--- config.mk ---
export PLATFORM = sky130hd
export DESIGN_NAME = bin_to_bcd4
export DESIGN_NICKNAME = d
export VERILOG_FILES = /design/src/rtl/bin_to_bcd4.sv
export SDC_FILE = /design/constraint.sdc
export NUM_CORES = 1
export LEC_CHECK = 0
export ABC_AREA = 1
export ABC_CLOCK_PERIOD_IN_PS = 1600
export BUFFER_PORTS_ARGS = -buffer_cell sky130_fd_sc_hd__clkbuf_2
export CAP_MARGIN = 20
export CORE_MARGIN = 8
export CORE_UTILIZATION = 50
export DETAILED_ROUTE_END_ITERATION = 16
export MAX_ROUTING_LAYER = met4
export PLACE_DENSITY = 0.81
export SYNTH_ARGS = -nofsm -noshare
export SYNTH_HDL_FRONTEND = slang
export SYNTH_SLANG_ARGS = --single-unit
--- constraint.sdc ---
create_clock -name clk -period 1.6 [get_ports clk]
set_input_delay 0.48 -clock clk [delete_from_list [all_inputs] [get_ports clk]]
set_output_delay 0.48 -clock clk [all_outputs]
set_load 0.01 [all_outputs]
--- src/rtl/bin_to_bcd4.sv ---
// Purpose : 14-bit binary to 4-digit BCD converter (sequential double-dabble) for a 7-segment scanner.
// Latency : 15 clk from accepted start to the done pulse; one conversion every 15 clk at best.
// Backpr. : none; start is accepted only in IDLE, and a start while busy is dropped (not queued).
//
// Build option: define BCD_SATURATE_EN to show 9999 for inputs above 9999. Without it the
// display shows bin mod 10000. ovf behaves identically in both builds.
//
// Ports:
//    clk               rising-edge system clock
//    reset             synchronous active-high reset, has priority over start
//    start             conversion request, honoured only while idle
//    bin[13:0]         unsigned value to convert, sampled only on the accepting edge
//    busy              high while the conversion is shifting
//    done              one-cycle pulse in the cycle after num0..num3/ovf are updated
//    ovf               last accepted bin was greater than 9999
//    num0..num3[3:0]   registered BCD digits (ones .. thousands), always 0..9
module bin_to_bcd4 (
   input  logic        clk,
   input  logic        reset,
   input  logic        start,
   input  logic [13:0] bin,
   output logic        busy,
   output logic        done,
   output logic        ovf,
   output logic [3:0]  num0,
   output logic [3:0]  num1,
   output logic [3:0]  num2,
   output logic [3:0]  num3
);

   typedef enum logic {
      IDLE  = 1'b0,
      SHIFT = 1'b1
   } state_t;

   localparam logic [3:0]  LAST_STEP = 4'd13;      // step counter value on the 14th shift
   localparam logic [13:0] MAX_DEC   = 14'd9999;   // largest value that fits four digits

   // ---------------------------------------------------------------
   // State and datapath registers
   // ---------------------------------------------------------------
   state_t      r_state;
   logic [13:0] r_shift;     // binary operand, consumed MSB first
   logic [19:0] r_scratch;   // five BCD digits under construction
   logic [3:0]  r_cnt;       // number of shifts already performed
   logic        r_ovf_cap;   // overflow flag of the operand being converted
   logic        r_done;
   logic        r_ovf;
   logic [3:0]  r_num0;
   logic [3:0]  r_num1;
   logic [3:0]  r_num2;
   logic [3:0]  r_num3;

   // ---------------------------------------------------------------
   // Control decode
   // ---------------------------------------------------------------
   state_t      w_state_nxt;
   logic        w_accept;    // start taken this edge
   logic        w_step;      // perform one double-dabble step this edge
   logic        w_last;      // this edge performs the final step

   // ---------------------------------------------------------------
   // Datapath wires
   // ---------------------------------------------------------------
   logic [19:0] w_adj;       // scratch after the +3 correction
   logic [33:0] w_dabble;    // {scratch, shift} after correction and left shift
   logic [15:0] w_digits;    // low four digits after the final step
   logic [15:0] w_result;    // value actually presented on num3..num0

   // ---------------------------------------------------------------
   // FSM: state register
   // ---------------------------------------------------------------
   always_ff @(posedge clk) begin
      if (reset) begin
         r_state <= IDLE;
      end else begin
         r_state <= w_state_nxt;
      end
   end

   // ---------------------------------------------------------------
   // FSM: next state and control strobes
   // ---------------------------------------------------------------
   always_comb begin
      w_state_nxt = r_state;
      w_accept    = 1'b0;
      w_step      = 1'b0;
      w_last      = 1'b0;
      case (r_state)
         IDLE: begin
            if (start) begin
               w_accept    = 1'b1;
               w_state_nxt = SHIFT;
            end
         end
         SHIFT: begin
            w_step = 1'b1;
            if (r_cnt == LAST_STEP) begin
               w_last      = 1'b1;
               w_state_nxt = IDLE;
            end
         end
         default: begin
            w_state_nxt = IDLE;
         end
      endcase
   end

   // ---------------------------------------------------------------
   // Double-dabble step: any digit >= 5 would become >= 10 after the
   // doubling, so add 3 first to carry it into the next digit.
   // ---------------------------------------------------------------
   always_comb begin
      w_adj = r_scratch;
      for (int i = 0; i < 5; i++) begin
         if (r_scratch[4*i +: 4] >= 4'd5) begin
            w_adj[4*i +: 4] = r_scratch[4*i +: 4] + 4'd3;
         end
      end
   end

   assign w_dabble = {w_adj, r_shift} << 1;

   // Digits 3..0 as they will stand after the final step; the
   // ten-thousands digit (w_dabble[33:30]) is intentionally dropped.
   assign w_digits = w_dabble[29:14];

`ifdef BCD_SATURATE_EN
   assign w_result = r_ovf_cap ? 16'h9999 : w_digits;
`else
   assign w_result = w_digits;
`endif

   // ---------------------------------------------------------------
   // Datapath and output registers
   // ---------------------------------------------------------------
   always_ff @(posedge clk) begin
      if (reset) begin
         r_shift   <= '0;
         r_scratch <= '0;
         r_cnt     <= '0;
         r_ovf_cap <= 1'b0;
         r_done    <= 1'b0;
         r_ovf     <= 1'b0;
         r_num0    <= '0;
         r_num1    <= '0;
         r_num2    <= '0;
         r_num3    <= '0;
      end else begin
         r_done <= 1'b0;

         if (w_accept) begin
            r_shift   <= bin;
            r_scratch <= '0;
            r_cnt     <= '0;
            // The operand is shifted away during conversion, so the
            // overflow decision is taken while it is still intact.
            r_ovf_cap <= (bin > MAX_DEC);
         end

         if (w_step) begin
            r_scratch <= w_dabble[33:14];
            r_shift   <= w_dabble[13:0];
            r_cnt     <= r_cnt + 4'd1;
         end

         // Outputs change only here, so the display never sees a
         // half-converted value.
         if (w_last) begin
            r_num3 <= w_result[15:12];
            r_num2 <= w_result[11:8];
            r_num1 <= w_result[7:4];
            r_num0 <= w_result[3:0];
            r_ovf  <= r_ovf_cap;
            r_done <= 1'b1;
         end
      end
   end

   // ---------------------------------------------------------------
   // Outputs
   // ---------------------------------------------------------------
   assign busy = (r_state == SHIFT);
   assign done = r_done;
   assign ovf  = r_ovf;
   assign num0 = r_num0;
   assign num1 = r_num1;
   assign num2 = r_num2;
   assign num3 = r_num3;

endmodule

==> summary.md <==
Wire segments on met3 add up to 263 µm in the final route. The wire length reported by the detailed router was 5.50 mm; the share of synthesized cell area in and, or, nand and nor gates was 31.8%. Post-synth net total: 388. The static leakage was 0.00139 µW; the worst-margin pin slew was 407 ps. The flow ran to the end, and the final reports show no timing, DRC or antenna violations.

Across the VDD grid, the largest voltage drop is 0.488 mV. The detailed-routing iteration count for the pre-antenna-repair pass is 4, and the share of flip-flops with an asynchronous set or reset is 0%. Once layout is complete, the cells apart from fillers number 470. The most used flip-flop cell after synthesis is dfxtp_1. The via count of the first global-routing pass came out at 2162. Number of setup violations in the final report: 0. Setup repair after global routing left no endpoint under its margin. The number of DRC markers after the initial detailed-route iteration was 81; the net count of the finished layout was 427.

The run gives 5040 µm² as the core box area. The class of the worst hold path is reg -> reg. Clock tree synthesis inserted a total of 5 buffers.

Across every metal layer, demand over resource in global routing totals 15.3%. Sorting the synthesized cells by area gives the leading types as dfxtp_1 (42%), nand2_1 (19%), nand3_1 (6.2%), inv_1 (6.0%), ha_1 (4.8%). For this run, design rule violations remaining after detail routing come to 0. For the worst setup path, the data arrival time is 1030 ps. The power per standard cell area was 849 nW/µm²; the peak per-stage delay on the critical path was 450 ps. The logs give 18 for the largest net degree at the start of global routing and 5.81 ps for the worst-case clock skew. STA classifies the critical path endpoint as an output port. The number of enable flip-flop cells after synthesis was 0.

By startpoint and endpoint, the worst setup path is classified as reg -> out. The clock period could shrink to 1510 ps. In the final routed layout, each cell accounts on average for 11.7 µm. The post-CTS repair timing setup buffer count is 0. The number of buffers between clock root and the deepest sink was 2; the HPWL after detailed placement was 4.14 mm. The tools report the final setup TNS as 0 ps.

The floorplan step set the die width to 87.9 µm. In the synthesized netlist, mux cells make up 1.16% of the area. The post-synthesis instance area is 2580 µm², and the number of clock sinks is 54. The number of endpoints with negative hold slack in the final report is 0. For this run, the top clock speed supported by timing is 0.664 GHz.

After detailed routing, no signal wire sits above met4. Of all nets on the critical path, the largest fanout is 8. Yosys instantiated no cell more often than nand2_1. The cell with the largest stage delay on the worst path was dfxtp_2. Summing the sequential cell areas from Yosys gives 41.8% of the chip area. In this run the biggest area consumer among cell types represents 41.8% of the synthesized area. The floorplan step set the die height to 87.9 µm. The synthesized netlist devotes 4.84% of its cell area to adder and majority cells. The routed layout has 2323 vias. In the finished design, the share of the clock period the worst path needs comes to 94.2%. The share of the core filled with cells was 58.7%. After synthesis, the most frequently instantiated cells are nand2_1 (133), dfxtp_1 (54), inv_1 (41). In this run the tool buffered the top-level ports with 35 buffer cells.

Post-synthesis compound-gate area fraction: 10.5%. After synthesis, the largest family of logic cells by area is simple AND/OR/NAND/NOR gates. The H-tree generated during clock tree synthesis spans 2 levels. Once detail routing completed, the nets flagged for antenna violations numbered 0. Traced cell by cell, the critical path runs through buf_4 > clkbuf_2. Headroom to the max-slew limit: 72.8%.

After clock tree synthesis, the clock-pin slew on the worst setup and hold paths is 90 ps. The mean instance size in the synthesized netlist is 7.16 µm², and the number of violations of the max-capacitance limit is 0. The flip-flop and latch count after synthesis was 54.

For the wire length on met2, the log shows 2.83 mm. Weighted congestion reported at the end of routability-driven placement: 0.906. STA classifies the critical path startpoint as a register. For the data required time of the critical path, the log shows 1120 ps. For the floorplan die area, the log shows 7730 µm². The number of gates given a new drive strength after cts was 1; the routed via count divided by cell count was 4.94. The number of instances in the synthesized netlist came out at 361. The initial antenna violation count is 0, and the max-slew violation total from the final report is 0. The first global-routing pass estimated 9.19 mm of wire. The number of placed instances, taps included, is 463. At the later pin of the worst-skew pair, clock insertion delay measures 300 ps. After clock tree synthesis, the flow added hold-fix buffers numbering 0. For the placement row count, the log shows 26. The fraction of layout cells with a size suffix above 1 is 18.5%.

Pin placement for this block handled 36 I/O pins. TritonCTS built the clock tree. The count of antenna diodes in the layout is 0, and the xor-xnor portion of the synthesized cell area is 0%. The biggest area contributor in the post-synthesis netlist is dfxtp_1. The initial utilization of the core area, before any placement, comes to 51.3%. The run gives 0 as the count of synthesis-stage warnings from yosys.

The logs give 0 for the final global-route overflow total and 2510 µW for the total chip power. After detailed routing, the wire length on met1 is 2.35 mm. Compared with the post-synthesis result, the final layout area differs by 14.4%. The tools report the root buffer cell as clkbuf_8. The netlist uses 25 different library cells.
[through the flow]
step           area [µm²]  setup WS (ps)  hold slack [ps]
2_1_floorplan        2580            392              436
3_3_place_gp         2840            248              436
3_5_place_dp         2840            219              440
4_1_cts              2960           78.2              449
5_1_grt              2960           27.4              454
6_report             2960           93.0              453
[logic make-up (layout without fill, tap and decap cells)]
| family | count (synthesis) | after routing |
|---|---|---|
| fa+ha+maj | 10 | 10 |
| mux | 3 | 3 |
| simple gates | 191 | 191 |
| flops | 54 | 54 |
| compound gates | 44 | 44 |
| buf+inv | 59 | 98 |
[path summary, 6_finish.rpt]
check,startpoint,to,cells past startpoint,slack [ps]
max,busy$_SDFF_PP0_,busy,2,90
min,num1[3]$_SDFFE_PP0P_,num1[3]$_SDFFE_PP0P_,2,450
max reg2reg,r_scratch[0]$_SDFFE_PP0P_,r_scratch[1]$_SDFFE_PP0P_,8,200
min reg2reg,num1[3]$_SDFFE_PP0P_,num1[3]$_SDFFE_PP0P_,2,450
[worst max-delay path, delay by kind of cell (launching register included)]
family,cells,cell delay [ps]
DFF,1,450
buffers and inverters,2,280
[sequential cells by signal, indices dropped and copies added (netlist names)]
signal,flops
num0,4
num1,4
num3,4
r_scratch,16
r_ovf_cap,1
r_shift,14
num2,4
done,1
ovf,1
r_cnt,4
busy,1
[layout by cell type, fill, tap and decap left out, types with 4 or more instances in the layout]
master    instances
o21ai_2          10
buf_4            11
nand2_1         133
nand3_1          32
o21ai_0           8
nand4_1           9
clkbuf_2         35
o211ai_1          5
dfxtp_1          53
clkbuf_8          6
ha_1             10
inv_1            41
nor2_1            8
inv_2             4
a21oi_1          21
[final cells by class]
type	instances	area (µm²)
Fill cell	507	2080
Multi-Input combinational cell	248	1250
Sequential cell	54	1080
Timing Repair Buffer	46	258
Inverter	45	169
Tap cell	70	87.6
Clock buffer	6	82.6
Clock inverter	1	30.0
[power breakdown]
part,switching [µW],internal (µW),leakage (µW),total (µW)
sequential,19.4,1370,0.000438,1390
clock,423,501,0.0000573,924
combinational,123,74.5,0.000899,197
[routing by layer]
metal / up-vias / global-route usage, %
li1: 1225 / -
met3: 7 / 3.10
met5: - / -
met2: 49 / 27.4
met1: 1042 / 15.8
met4: 0 / 6.56
Note: power is estimated with default switching activity, not from simulation.
